$ cat config.mk
export PLATFORM = sky130hd
export DESIGN_NAME = pingpong_ctrl
export DESIGN_NICKNAME = d
export VERILOG_FILES = /design/src/rtl/pingpong_ctrl.sv
export SDC_FILE = /design/constraint.sdc
export NUM_CORES = 1
export LEC_CHECK = 0
export ABC_AREA = 1
export ABC_CLOCK_PERIOD_IN_PS = 2500
export CAP_MARGIN = 20
export CORE_MARGIN = 2
export CORE_UTILIZATION = 43
export DETAILED_ROUTE_END_ITERATION = 12
export SETUP_SLACK_MARGIN = 0.3
export SLEW_MARGIN = 20
export SYNTH_ARGS = -nofsm -noshare
export SYNTH_HDL_FRONTEND = slang
export SYNTH_SLANG_ARGS = --single-unit
$ cat constraint.sdc
create_clock -name clk -period 2.5 [get_ports clk]
set_clock_uncertainty 0.15 [all_clocks]
set_input_delay 0.25 -clock clk [delete_from_list [all_inputs] [get_ports clk]]
set_output_delay 0.25 -clock clk [all_outputs]
set_load 0.005 [all_outputs]
$ cat src/rtl/pingpong_ctrl.sv
// -----------------------------------------------------------------------------
// pingpong_ctrl
//
// Double-buffer scheduler for a pair of caches sitting behind a processor/fill
// mux. While the processor consumes one cache, the built-in fill engine streams
// source words into the other one. Once both sides have finished, the caches
// are swapped and the processor is told that a fresh buffer is ready.
//
// Run sequence:
//   IDLE  -> PRIME : fill the first buffer (sel=1, fill side is cache1)
//   PRIME -> SWAP  : one-cycle hand-over, sel toggles, proc_start pulses
//   SWAP  -> RUN   : processor works; the next buffer fills on the other side
//   RUN   -> SWAP  : processor done and fill done, buffers still outstanding
//   RUN   -> FIN   : processor has consumed the last buffer
//   FIN   -> IDLE  : done pulses for one cycle
//
// Ports:
//   clk         system clock, rising edge
//   rst         synchronous, active-high reset
//   start       one-cycle run request, honoured only in IDLE
//   n_bufs      number of buffers to fill and process, captured on start
//   sel         mux select (0: proc->cache1, fill->cache2; 1: the reverse)
//   proc_start  one-cycle pulse, a freshly filled buffer is on the proc side
//   proc_done   one-cycle pulse from the processor, current buffer finished
//   src_valid   source has a word available
//   src_ready   fill engine accepts a word this cycle
//   fill_Addr   write address on the fill-side cache
//   fill_WE     write enable on the fill-side cache
//   busy        run in progress (PRIME, SWAP, RUN)
//   done        one-cycle pulse at the end of a run
// -----------------------------------------------------------------------------
module pingpong_ctrl #(
  parameter int ADDR_W     = 16,
  parameter int FILL_WORDS = 256,
  parameter int CNT_W      = 8
) (
  input  logic              clk,
  input  logic              rst,
  input  logic              start,
  input  logic [CNT_W-1:0]  n_bufs,
  output logic              sel,
  output logic              proc_start,
  input  logic              proc_done,
  input  logic              src_valid,
  output logic              src_ready,
  output logic [ADDR_W-1:0] fill_Addr,
  output logic              fill_WE,
  output logic              busy,
  output logic              done
);

  // The word counter is one bit wider than the address so that it can hold
  // FILL_WORDS itself, even when FILL_WORDS equals 2^ADDR_W.
  localparam int WC_W = ADDR_W + 1;

  localparam logic [WC_W-1:0]  FILL_END  = WC_W'(FILL_WORDS);
  localparam logic [WC_W-1:0]  LAST_WORD = WC_W'(FILL_WORDS - 1);
  localparam logic [WC_W-1:0]  WC_ONE    = WC_W'(1);
  localparam logic [CNT_W-1:0] CNT_ONE   = CNT_W'(1);

  typedef enum logic [2:0] {
    IDLE,
    PRIME,
    SWAP,
    RUN,
    FIN
  } state_t;

  state_t            state;
  logic [WC_W-1:0]   word_cnt;    // words written into the current fill buffer
  logic [CNT_W-1:0]  n_bufs_r;    // run length captured on start
  logic [CNT_W-1:0]  filled_cnt;  // buffers completely filled so far
  logic [CNT_W-1:0]  processed;   // proc_done pulses seen in RUN
  logic              pdone;       // processor finished the current buffer

  logic              fill_needed;
  logic              fill_active;
  logic              last_beat;
  logic              run_fill_fin;
  logic              proc_seen;
  logic [CNT_W-1:0]  processed_nxt;
  logic              run_exit;
  logic              all_processed;
  logic              go_swap;
  logic              go_fin_run;

  // ---------------------------------------------------------------------------
  // Fill engine and transition conditions, all derived from registered state
  // plus the current-cycle handshakes.
  // ---------------------------------------------------------------------------
  // NOTE: every signal in this block is assigned on every path through it, so
  // no storage is implied and the block stays purely combinational.
  always_comb begin
    fill_needed   = (filled_cnt < n_bufs_r);
    fill_active   = (state == PRIME) || ((state == RUN) && fill_needed);
    src_ready     = fill_active && (word_cnt < FILL_END);
    fill_WE       = src_valid && src_ready;

    // The beat that writes FILL_WORDS-1 completes the buffer; acting on it
    // directly lets the swap follow the last write without a dead cycle.
    last_beat     = fill_WE && (word_cnt == LAST_WORD);

    // In RUN the fill side is finished if nothing had to be filled, the
    // buffer was completed earlier, or it completes on this very beat.
    run_fill_fin  = !fill_needed || (word_cnt == FILL_END) || last_beat;

    // A proc_done in the same cycle counts as if the flag were already set,
    // so a coincident final beat and proc_done swap on the next edge.
    proc_seen     = (state == RUN) && proc_done;
    processed_nxt = proc_seen ? (processed + CNT_ONE) : processed;
    run_exit      = (state == RUN) && (pdone || proc_seen) && run_fill_fin;
    all_processed = (processed_nxt == n_bufs_r);

    go_swap       = ((state == PRIME) && last_beat) || (run_exit && !all_processed);
    go_fin_run    = run_exit && all_processed;
  end

  assign fill_Addr = word_cnt[ADDR_W-1:0];

  // ---------------------------------------------------------------------------
  // Sequencer: state, counters and registered outputs.
  // ---------------------------------------------------------------------------
  // NOTE: all state here updates with non-blocking assignments, so every
  // right-hand side reads the pre-edge value and later assignments in the
  // block cleanly override earlier defaults for the same register.
  always_ff @(posedge clk) begin
    if (rst) begin
      state      <= IDLE;
      sel        <= 1'b0;
      proc_start <= 1'b0;
      busy       <= 1'b0;
      done       <= 1'b0;
      word_cnt   <= '0;
      n_bufs_r   <= '0;
      filled_cnt <= '0;
      processed  <= '0;
      pdone      <= 1'b0;
    end else begin
      // Pulsed outputs default low every cycle.
      proc_start <= 1'b0;
      done       <= 1'b0;

      if (fill_WE) begin
        word_cnt <= word_cnt + WC_ONE;
      end

      case (state)
        IDLE: begin
          if (start) begin
            if (n_bufs == '0) begin
              // Empty run: report completion without touching sel or busy.
              state <= FIN;
              done  <= 1'b1;
            end else begin
              state      <= PRIME;
              sel        <= 1'b1;
              busy       <= 1'b1;
              n_bufs_r   <= n_bufs;
              filled_cnt <= '0;
              processed  <= '0;
              pdone      <= 1'b0;
              word_cnt   <= '0;
            end
          end
        end

        PRIME: begin
          // Leaves through go_swap on the final beat.
        end

        SWAP: begin
          state <= RUN;
        end

        RUN: begin
          if (proc_done) begin
            processed <= processed_nxt;
            pdone     <= 1'b1;
          end
        end

        FIN: begin
          state <= IDLE;
        end

        default: begin
          state <= IDLE;
        end
      endcase

      // Hand-over: the new sel and proc_start appear together in SWAP, and the
      // fill side restarts from address 0 for the next buffer.
      if (go_swap) begin
        state      <= SWAP;
        sel        <= ~sel;
        proc_start <= 1'b1;
        filled_cnt <= filled_cnt + CNT_ONE;
        word_cnt   <= '0;
        pdone      <= 1'b0;
      end

      // Last buffer consumed: sel is deliberately left where it is.
      if (go_fin_run) begin
        state    <= FIN;
        done     <= 1'b1;
        busy     <= 1'b0;
        pdone    <= 1'b0;
        word_cnt <= '0;
      end
    end
  end

  // ---------------------------------------------------------------------------
  // Invariants of the sequencing.
  // ---------------------------------------------------------------------------
  a_we_in_range : assert property (@(posedge clk) disable iff (rst)
    fill_WE |-> (word_cnt < FILL_END));

  a_start_in_swap : assert property (@(posedge clk) disable iff (rst)
    proc_start |-> (state == SWAP));

  a_done_not_busy : assert property (@(posedge clk) disable iff (rst)
    done |-> !busy);

endmodule

==> results.json, run 1 <==
{
  "finalHoldViolCount": 0,
  "yosysWarnings": 0,
  "cp-end-kind": "register",
  "cts.sink_count": 49,
  "grt_setup_unrepaired": "true",
  "synth.cell_area_mm2": 0.002954,
  "synthCells": 419,
  "gp_routability_congestion": 0.9261,
  "die_w_um": 86.89,
  "crit_path_frequent_cell": "nand2_2",
  "synthesis.nets": 443,
  "initial_antenna_violation_count": 0,
  "seq_area_frac_synth": 0.3321,
  "drcViolationCount": 0,
  "cts_tree": "done",
  "preCtsSetupSlack_ns": -0.05571,
  "arrival_ns": 2.37,
  "timing.critical_path.slowest_cell_delay_ns": 0.37,
  "fraction_of_final_layout_cells_sized_beyond_drive_strength_1": 0.3509,
  "yosys.area_share.xor_xnor": 0.03558,
  "yosys.area_share.simple": 0.3613,
  "clk_pin_slew_worst_paths_ns": 0.10,
  "synth.lib_cells_used.distinct": 41,
  "worstPathCellList": "inv_4, ha_4, nand2_2, inv_2, nand2_2, nand2_2, nand2_2, nand3_2, nand2_2, nand3_4, a21oi_4, nor2b_4, nor2_4, nand2_4, buf_12, buf_12, nor2_4",
  "dpl.cell_count": 536,
  "final_antenna_net_count": 0,
  "floorplan.die_area_mm2": 0.007549,
  "groute.usage.overall": 0.1951,
  "timing_worst_slew_pin_value_ns": 0.4239,
  "drt_first_pass_iters": 5,
  "maxCapViolations": 0,
  "ctsHoldBuffers": 0,
  "antenna_cells_inserted": 0,
  "required_ns": 2.55,
  "setup_slack_ns": 0.1787,
  "critPathTopFamily": "simple AND/OR/NAND/NOR gates",
  "std_cell_rows": 30,
  "fp.coreArea_mm2": 0.006719,
  "detail_route.wirelength_um": 7271,
  "synth_enable_flop_cells": 0,
  "synth_flop_cell": "dfxtp_1",
  "area_delta_synth_final_pct": 40.28,
  "class_of_the_most_critical_setup_path": "register to register",
  "finalHoldWorstSlack_ns": 0.3275,
  "grt_pass1_vias": 2564,
  "syn-mean-instance-area_um2": 7.050,
  "synth_top_cell_area_share": 0.3321,
  "dominant_combinational_cell_family_by_area_after_synthesis": "simple AND/OR/NAND/NOR gates",
  "place.port_buffers": 34,
  "route.detailed.vias_per_inst": 4.942,
  "synth.mux.area_fraction": 0,
  "critical_path.n_buffers_inverters": 4,
  "final.min_clock_period_ns": 2.321,
  "ratio_of_final_minimum_period_to_clock_period": 0.9285,
  "synth_top_cells_by_count": "nand2_1 (109), dfxtp_1 (49), inv_1 (48)",
  "layout_filler_cell_count": 589,
  "htreeDepth": 2,
  "floorplan.initialDensity": 0.4397,
  "count_leader_synth": "nand2_1",
  "pin_count": 35,
  "power_density_mw_per_mm2": 394.3,
  "clockBufferDepth": 2,
  "nNetsFinal": 517,
  "post-dp-hpwl_um": 5078,
  "cpMaxStageDelayCell": "dfxtp_2",
  "worst-path-max-fanout": 6,
  "die_h_um": 86.89,
  "maximum_number_of_pins_on_one_net_before_global_route_repair": 18,
  "synth.area.top_cells": "dfxtp_1 (33%), nand2_1 (14%), inv_1 (6.1%), nand3_1 (4.7%), nor2_1 (4.7%)",
  "cts_inserted_buffers": 5,
  "timing.critical_path.from_type": "register",
  "fin_cells": 573,
  "grt_pass1_wl_um": 11650,
  "wl_per_cell_um": 12.69,
  "run_status": "completed",
  "ctsRootBufferMaster": "clkbuf_8",
  "num_vias": 2832,
  "timing.slew.headroom": 0.7144,
  "post_route_total_power_uw": 1634,
  "worstHoldPathType": "register to register",
  "synth.ff_latch_count": 49,
  "synth-compound-area-share": 0.09953,
  "drt_iter0_drc": 115,
  "share_of_async_settable_or_async_resettable_flops_after_synthesis": 0,
  "cellLeakagePower_uw": 0.001762,
  "gr-total-overflow": 0,
  "final_max_slew_viol_count": 0,
  "post-synth-top-area-cell": "dfxtp_1",
  "ir_drop_worst_case_vdd_v": 0.0002259,
  "synth-adder-area-share": 0.04659,
  "highest_clock_frequency_the_design_can_meet_mhz": 430.8,
  "worst_skew_pair.late_latency_ns": 0.31,
  "setup_violations": 0
}
-- repair_timing --
item                                    4_1_cts  5_1_grt
resized for setup                            42       54
endpoints found under the setup margin       34       35
buffers inserted                             14       14
pin swaps                                    12       34
cloned                                        2        0
-- report_power, final --
part,internal (uW),total (uW),switching [uW]
Clock,292,573,281
Sequential,792,803,11.4
Combinational,120,258,138
-- area by class of cell --
class | instances | area, um2 | share of cell area
multi-input combinational | 295 | 1872 | 0.4517
clock buffer | 5 | 68.82 | 0.01661
timing repair buffer | 92 | 849.6 | 0.2050
inverter | 50 | 192.7 | 0.04650
sequential | 49 | 1026 | 0.2476
clock inverter | 2 | 35.03 | 0.008454
tap | 80 | 100.1 | 0.02415
-- cells in the final DEF, fill, tap and decap left out, types with 4 or more instances in the layout --
master | netlist | final
nand2_1 | 109 | 97
o31ai_1 | 4 | 4
nand3_2 | 2 | 4
nand4_1 | 9 | 9
a21oi_1 | 25 | 22
inv_2 | 1 | 10
nor2_4 | 11 | 11
clkbuf_8 | 0 | 5
inv_1 | 48 | 38
o21ai_0 | 13 | 12
nand3_1 | 28 | 23
ha_1 | 11 | 4
clkdlybuf4s50_1 | 0 | 31
buf_12 | 0 | 4
ha_4 | 0 | 7
dfxtp_2 | 0 | 18
nor2_1 | 37 | 22
nor3_1 | 6 | 4
buf_4 | 16 | 50
dfxtp_4 | 0 | 6
xor2_1 | 9 | 9
dfxtp_1 | 49 | 25
nor2_2 | 0 | 15
nand2_2 | 2 | 14
-- logic make-up after synthesis --
kind of cell               count (synthesis)
and+or+nand+nor                          220
buffers and inverters                     75
DFF                                       49
adders and majority gates                 11
xor gates and xnor gates                  12
AOI/OAI and AO/OA                         52
-- flip-flops by register name, summed over array words and instances, names as in the netlist --
signal	flops
pdone	1
word_cnt	17
sel	1
busy	1
processed	8
done	1
filled_cnt	8
n_bufs_r	8
state	3
proc_start	1
-- worst paths after layout --
check | startpoint | depth (start not counted) | to | slack [ns]
worst max-delay path | n_bufs_r[3] | 17 | word_cnt[1] | 0.18
worst min register to register | busy | 1 | busy | 0.33
worst min-delay path | busy | 1 | busy | 0.33
worst max register to register | n_bufs_r[3] | 17 | word_cnt[1] | 0.18
-- through the flow --
| stage | instance area (um2) | util | setup TNS [ns] |
|---|---|---|---|
| finish | 4144 | 0.6168 | 0 |
| global route | 4144 | 0.6168 | 0 |
| CTS | 3913 | 0.5823 | 0 |
| detailed placement | 3505 | 0.5216 | -0.6330 |
| global placement | 3505 | 0.5216 | -0.2582 |
| floorplan | 3013 | - | 0 |
-- per-layer routing --
layer | vias to the layer above | GRT usage | routed length (um)
met1 | 1285 | 0.2461 | 3197
met3 | 4 | 0.03791 | 356
li1 | 1478 | - | -
met5 | - | 0 | 0
met4 | 0 | 0.05540 | 52
met2 | 65 | 0.3373 | 3664
(Power assumes the default switching activity.)
==> inputs of run 2 (changes only) <==
SKIP_CTS_REPAIR_TIMING = 1   (was default)
==> results.json, run 2 (synthesis results as in run 1) <==
{
  "ir_drop_worst_case_vdd_v": 0.0002182,
  "gr-total-overflow": 0,
  "die_h_um": 86.89,
  "maxCapViolations": 0,
  "setup_violations": 0,
  "timing_worst_slew_pin_value_ns": 0.4324,
  "antenna_cells_inserted": 0,
  "drt_iter0_drc": 99,
  "fraction_of_final_layout_cells_sized_beyond_drive_strength_1": 0.2965,
  "cts.sink_count": 49,
  "initial_antenna_violation_count": 0,
  "clk_pin_slew_worst_paths_ns": 0.10,
  "wl_per_cell_um": 12.79,
  "run_status": "completed",
  "mostFrequentLayoutCell": "nand2_1",
  "required_ns": 2.56,
  "class_of_the_most_critical_setup_path": "register to register",
  "place.port_buffers": 34,
  "drcViolationCount": 0,
  "final_antenna_net_count": 0,
  "setup_slack_ns": 0.2577,
  "floorplan.die_area_mm2": 0.007549,
  "post-dp-hpwl_um": 5078,
  "ctsRootBufferMaster": "clkbuf_8",
  "timing.setup.tns_ns": 0,
  "std_cell_rows": 30,
  "fp.coreArea_mm2": 0.006719,
  "cp-end-kind": "register",
  "clockBufferDepth": 2,
  "power_density_mw_per_mm2": 402.0,
  "final.min_clock_period_ns": 2.242,
  "nNetsFinal": 503,
  "num_vias": 2780,
  "cts_tree": "done",
  "route.detailed.vias_per_inst": 4.973,
  "groute.usage.overall": 0.1850,
  "arrival_ns": 2.30,
  "final_max_slew_viol_count": 0,
  "worst_skew_pair.late_latency_ns": 0.31,
  "timing.critical_path.from_type": "register",
  "htreeDepth": 2,
  "grt_pass1_vias": 2452,
  "dpl.cell_count": 536,
  "pin_count": 35,
  "largest_register_ff_count": 17,
  "floorplan.initialDensity": 0.4397,
  "cellLeakagePower_uw": 0.001725,
  "ratio_of_final_minimum_period_to_clock_period": 0.8969,
  "timing.slew.headroom": 0.7087,
  "grt_pass1_wl_um": 11160,
  "maximum_number_of_pins_on_one_net_before_global_route_repair": 18,
  "grt_setup_unrepaired": "true",
  "finalHoldViolCount": 0,
  "cts_inserted_buffers": 5,
  "layout_common_cells": "nand2_1 (99), inv_1 (41), buf_4 (37), clkdlybuf4s50_1 (31)",
  "drt_first_pass_iters": 4,
  "fin_cells": 559,
  "die_w_um": 86.89,
  "finalHoldWorstSlack_ns": 0.3247,
  "layout_filler_cell_count": 598,
  "area_delta_synth_final_pct": 36.38,
  "detail_route.wirelength_um": 7148,
  "highest_clock_frequency_the_design_can_meet_mhz": 446.0,
  "gp_routability_congestion": 0.9261,
  "preCtsSetupSlack_ns": -0.05571,
  "worst-path-max-fanout": 6,
  "worstHoldPathType": "register to register",
  "largest-register": "word_cnt"
}
[run 2: changes by cell type in the layout (fill, tap and decap cells not counted), sizes merged]
cell / delta
buf: -15
dlymetal6s2s: +2
clkbuf: -1
[run 2: final timing paths]
path	start	to	slack, ns	cells past startpoint
setup / recovery	n_bufs_r[3]	state[0]	0.26	14
hold / removal	word_cnt[14]	word_cnt[14]	0.32	2
setup reg to reg	n_bufs_r[3]	state[0]	0.26	14
hold reg to reg	word_cnt[14]	word_cnt[14]	0.32	2
[run 2: final cells by class]
class                   instances  area (um2)  area share
repair buffers                 78       744.5      0.1848
multi-input cells             295        1869      0.4640
well taps                      80       100.1     0.02484
clock buffers                   5       68.82     0.01708
flip-flops and latches         49        1013      0.2516
inverters                      50       197.7     0.04907
clock inverters                 2       35.03    0.008696
[run 2: layer usage]
layer,vias up,global-route usage,part of all wire
met3,8,0.03318,0.037
met4,0,0.05114,0.012
li1,1456,-,-
met5,-,0,0
met1,1263,0.2371,0.44
met2,53,0.3178,0.51
[run 2: report_power, final]
group          switching [uW]  internal [uW]  total, uW
registers                12.2            796        808
logic                     132            110        243
clock network             278            292        569
[run 2: critical path: stages (launching register included)]
cell	delay, ns
dfxtp_2	0.34
inv_2	0.09
ha_4	0.21
a21oi_2	0.14
nand2_1	0.09
nand2_2	0.08
nand3_2	0.10
nand2_2	0.11
nand3_4	0.09
a21oi_4	0.17
nor2b_4	0.20
nor2_4	0.07
nand2_8	0.09
clkbuf_16	0.17
nor2_1	0.04
[run 2: metrics by stage]
stage          total power [uW]    util  area, um2
4_1_cts                    1607  0.5371       3608
6_report                   1620  0.5996       4029
3_3_place_gp               1033  0.5216       3505
2_1_floorplan             949.0       -       3013
3_5_place_dp               1036  0.5216       3505
5_1_grt                    1694  0.5996       4029
==> inputs of run 3 (changes only) <==
CORE_ASPECT_RATIO = 0.9   (was default)
CORE_UTILIZATION = 45   (was 43)
PLACE_DENSITY = 0.66   (was default)
==> results.json, run 3 (synthesis results as in run 1) <==
{
  "largest_register_ff_count": 17,
  "fraction_of_final_layout_cells_sized_beyond_drive_strength_1": 0.3093,
  "timing_worst_slew_pin_value_ns": 0.5272,
  "floorplan.initialDensity": 0.4727,
  "setup_violations": 0,
  "layout_common_cells": "nand2_1 (99), inv_1 (42), clkdlybuf4s50_1 (31), dfxtp_1 (28), buf_4 (28)",
  "required_ns": 2.54,
  "final_core_util": 0.6476,
  "grt_pass1_wl_um": 11410,
  "final.min_clock_period_ns": 2.283,
  "drcViolationCount": 0,
  "cellLeakagePower_uw": 0.001688,
  "worstHoldPathType": "register to register",
  "nNetsFinal": 495,
  "setup_crit_start": "filled_cnt[6]",
  "highest_clock_frequency_the_design_can_meet_mhz": 438.1,
  "place.port_buffers": 34,
  "worst-path-max-fanout": 4,
  "class_of_the_most_critical_setup_path": "register to register",
  "detail_route.wirelength_um": 7263,
  "grt_setup_unrepaired": "true",
  "post-dp-hpwl_um": 5101,
  "post_route_total_power_uw": 1560,
  "arrival_ns": 2.33,
  "drt_first_pass_iters": 4,
  "timing.setup.tns_ns": 0,
  "pin_count": 35,
  "ir_drop_worst_case_vdd_v": 0.0002192,
  "antenna_cells_inserted": 0,
  "cts_inserted_buffers": 5,
  "drt_iter0_drc": 118,
  "die_w_um": 89.41,
  "grt_pass1_vias": 2497,
  "cts.sink_count": 49,
  "finalHoldViolCount": 0,
  "timing.critical_path.from_type": "register",
  "die_h_um": 80.87,
  "gp_routability_congestion": 0.8786,
  "run_status": "completed",
  "final_antenna_net_count": 0,
  "cp-end-kind": "register",
  "mostFrequentLayoutCell": "nand2_1",
  "fp.coreArea_mm2": 0.006250,
  "ctsRootBufferMaster": "clkbuf_8",
  "cts_tree": "done",
  "groute.usage.overall": 0.2013,
  "largest-register": "word_cnt",
  "num_vias": 2830,
  "gr-total-overflow": 0,
  "worst_skew_pair.late_latency_ns": 0.31,
  "maximum_number_of_pins_on_one_net_before_global_route_repair": 16,
  "layout_filler_cell_count": 532,
  "floorplan.die_area_mm2": 0.007230,
  "htreeDepth": 2,
  "wl_per_cell_um": 12.99,
  "power_density_mw_per_mm2": 385.4,
  "route.detailed.vias_per_inst": 5.063,
  "initial_antenna_violation_count": 0,
  "std_cell_rows": 27,
  "area_delta_synth_final_pct": 37.02,
  "ratio_of_final_minimum_period_to_clock_period": 0.9131,
  "clk_pin_slew_worst_paths_ns": 0.09,
  "fin_cells": 559,
  "holdCritStartpoint": "word_cnt[14]",
  "maxCapViolations": 0,
  "timing.slew.headroom": 0.6453,
  "clockBufferDepth": 2,
  "dpl.cell_count": 537,
  "worst_r2r_startpoint": "filled_cnt[6]",
  "final_max_slew_viol_count": 0
}
run 3: worst paths after layout:
check / endpoint / slack (ns) / cells past startpoint
worst max-delay path: state[1] / 0.22 / 12
worst min-delay path: word_cnt[14] / 0.33 / 2
worst max register to register: state[1] / 0.22 / 12
worst min register to register: word_cnt[14] / 0.33 / 2
run 3: final cells by class:
| class | instances | area [um2] | area share |
|---|---|---|---|
| flip-flops and latches | 49 | 1015 | 0.2507 |
| repair buffers | 70 | 710.7 | 0.1756 |
| clock inverters | 2 | 13.76 | 0.003400 |
| clock buffers | 6 | 82.58 | 0.02040 |
| inverters | 50 | 197.7 | 0.04884 |
| multi-input cells | 295 | 1919 | 0.4742 |
| well taps | 87 | 108.9 | 0.02689 |
run 3: per-layer routing:
metal  track usage  vias up  part of all wire
met2        0.3089       53              0.46
met1        0.2831     1332              0.49
met3       0.04065        8             0.042
met5             0        -                 0
met4       0.06418        0            0.0098
li1              -     1437                 -
run 3: critical path, cell delays in order, from the launching register on:
cell     delay (ns)
dfxtp_1        0.47
ha_4           0.24
nand2_2        0.06
o21a_1         0.16
nand3_2        0.11
nand2_2        0.11
nand3_4        0.09
a21oi_4        0.17
nor2b_4        0.21
nor2_4         0.07
buf_4          0.17
o21ai_0        0.09
inv_1          0.07
run 3: per-stage QoR:
step	hold WS [ns]	area (um2)	worst slack (ns)
after floorplan	0.2869	3013	0.3013
after global placement	0.2984	3493	-0.05124
after detailed placement	0.3010	3493	-0.07349
after CTS	0.3153	3590	-0.2138
after global routing	0.3569	4048	0.09084
final	0.3303	4048	0.2174
run 3: report_power, final:
part	internal [uW]	switching [uW]
logic	108	137
registers	795	12.6
clock network	225	282
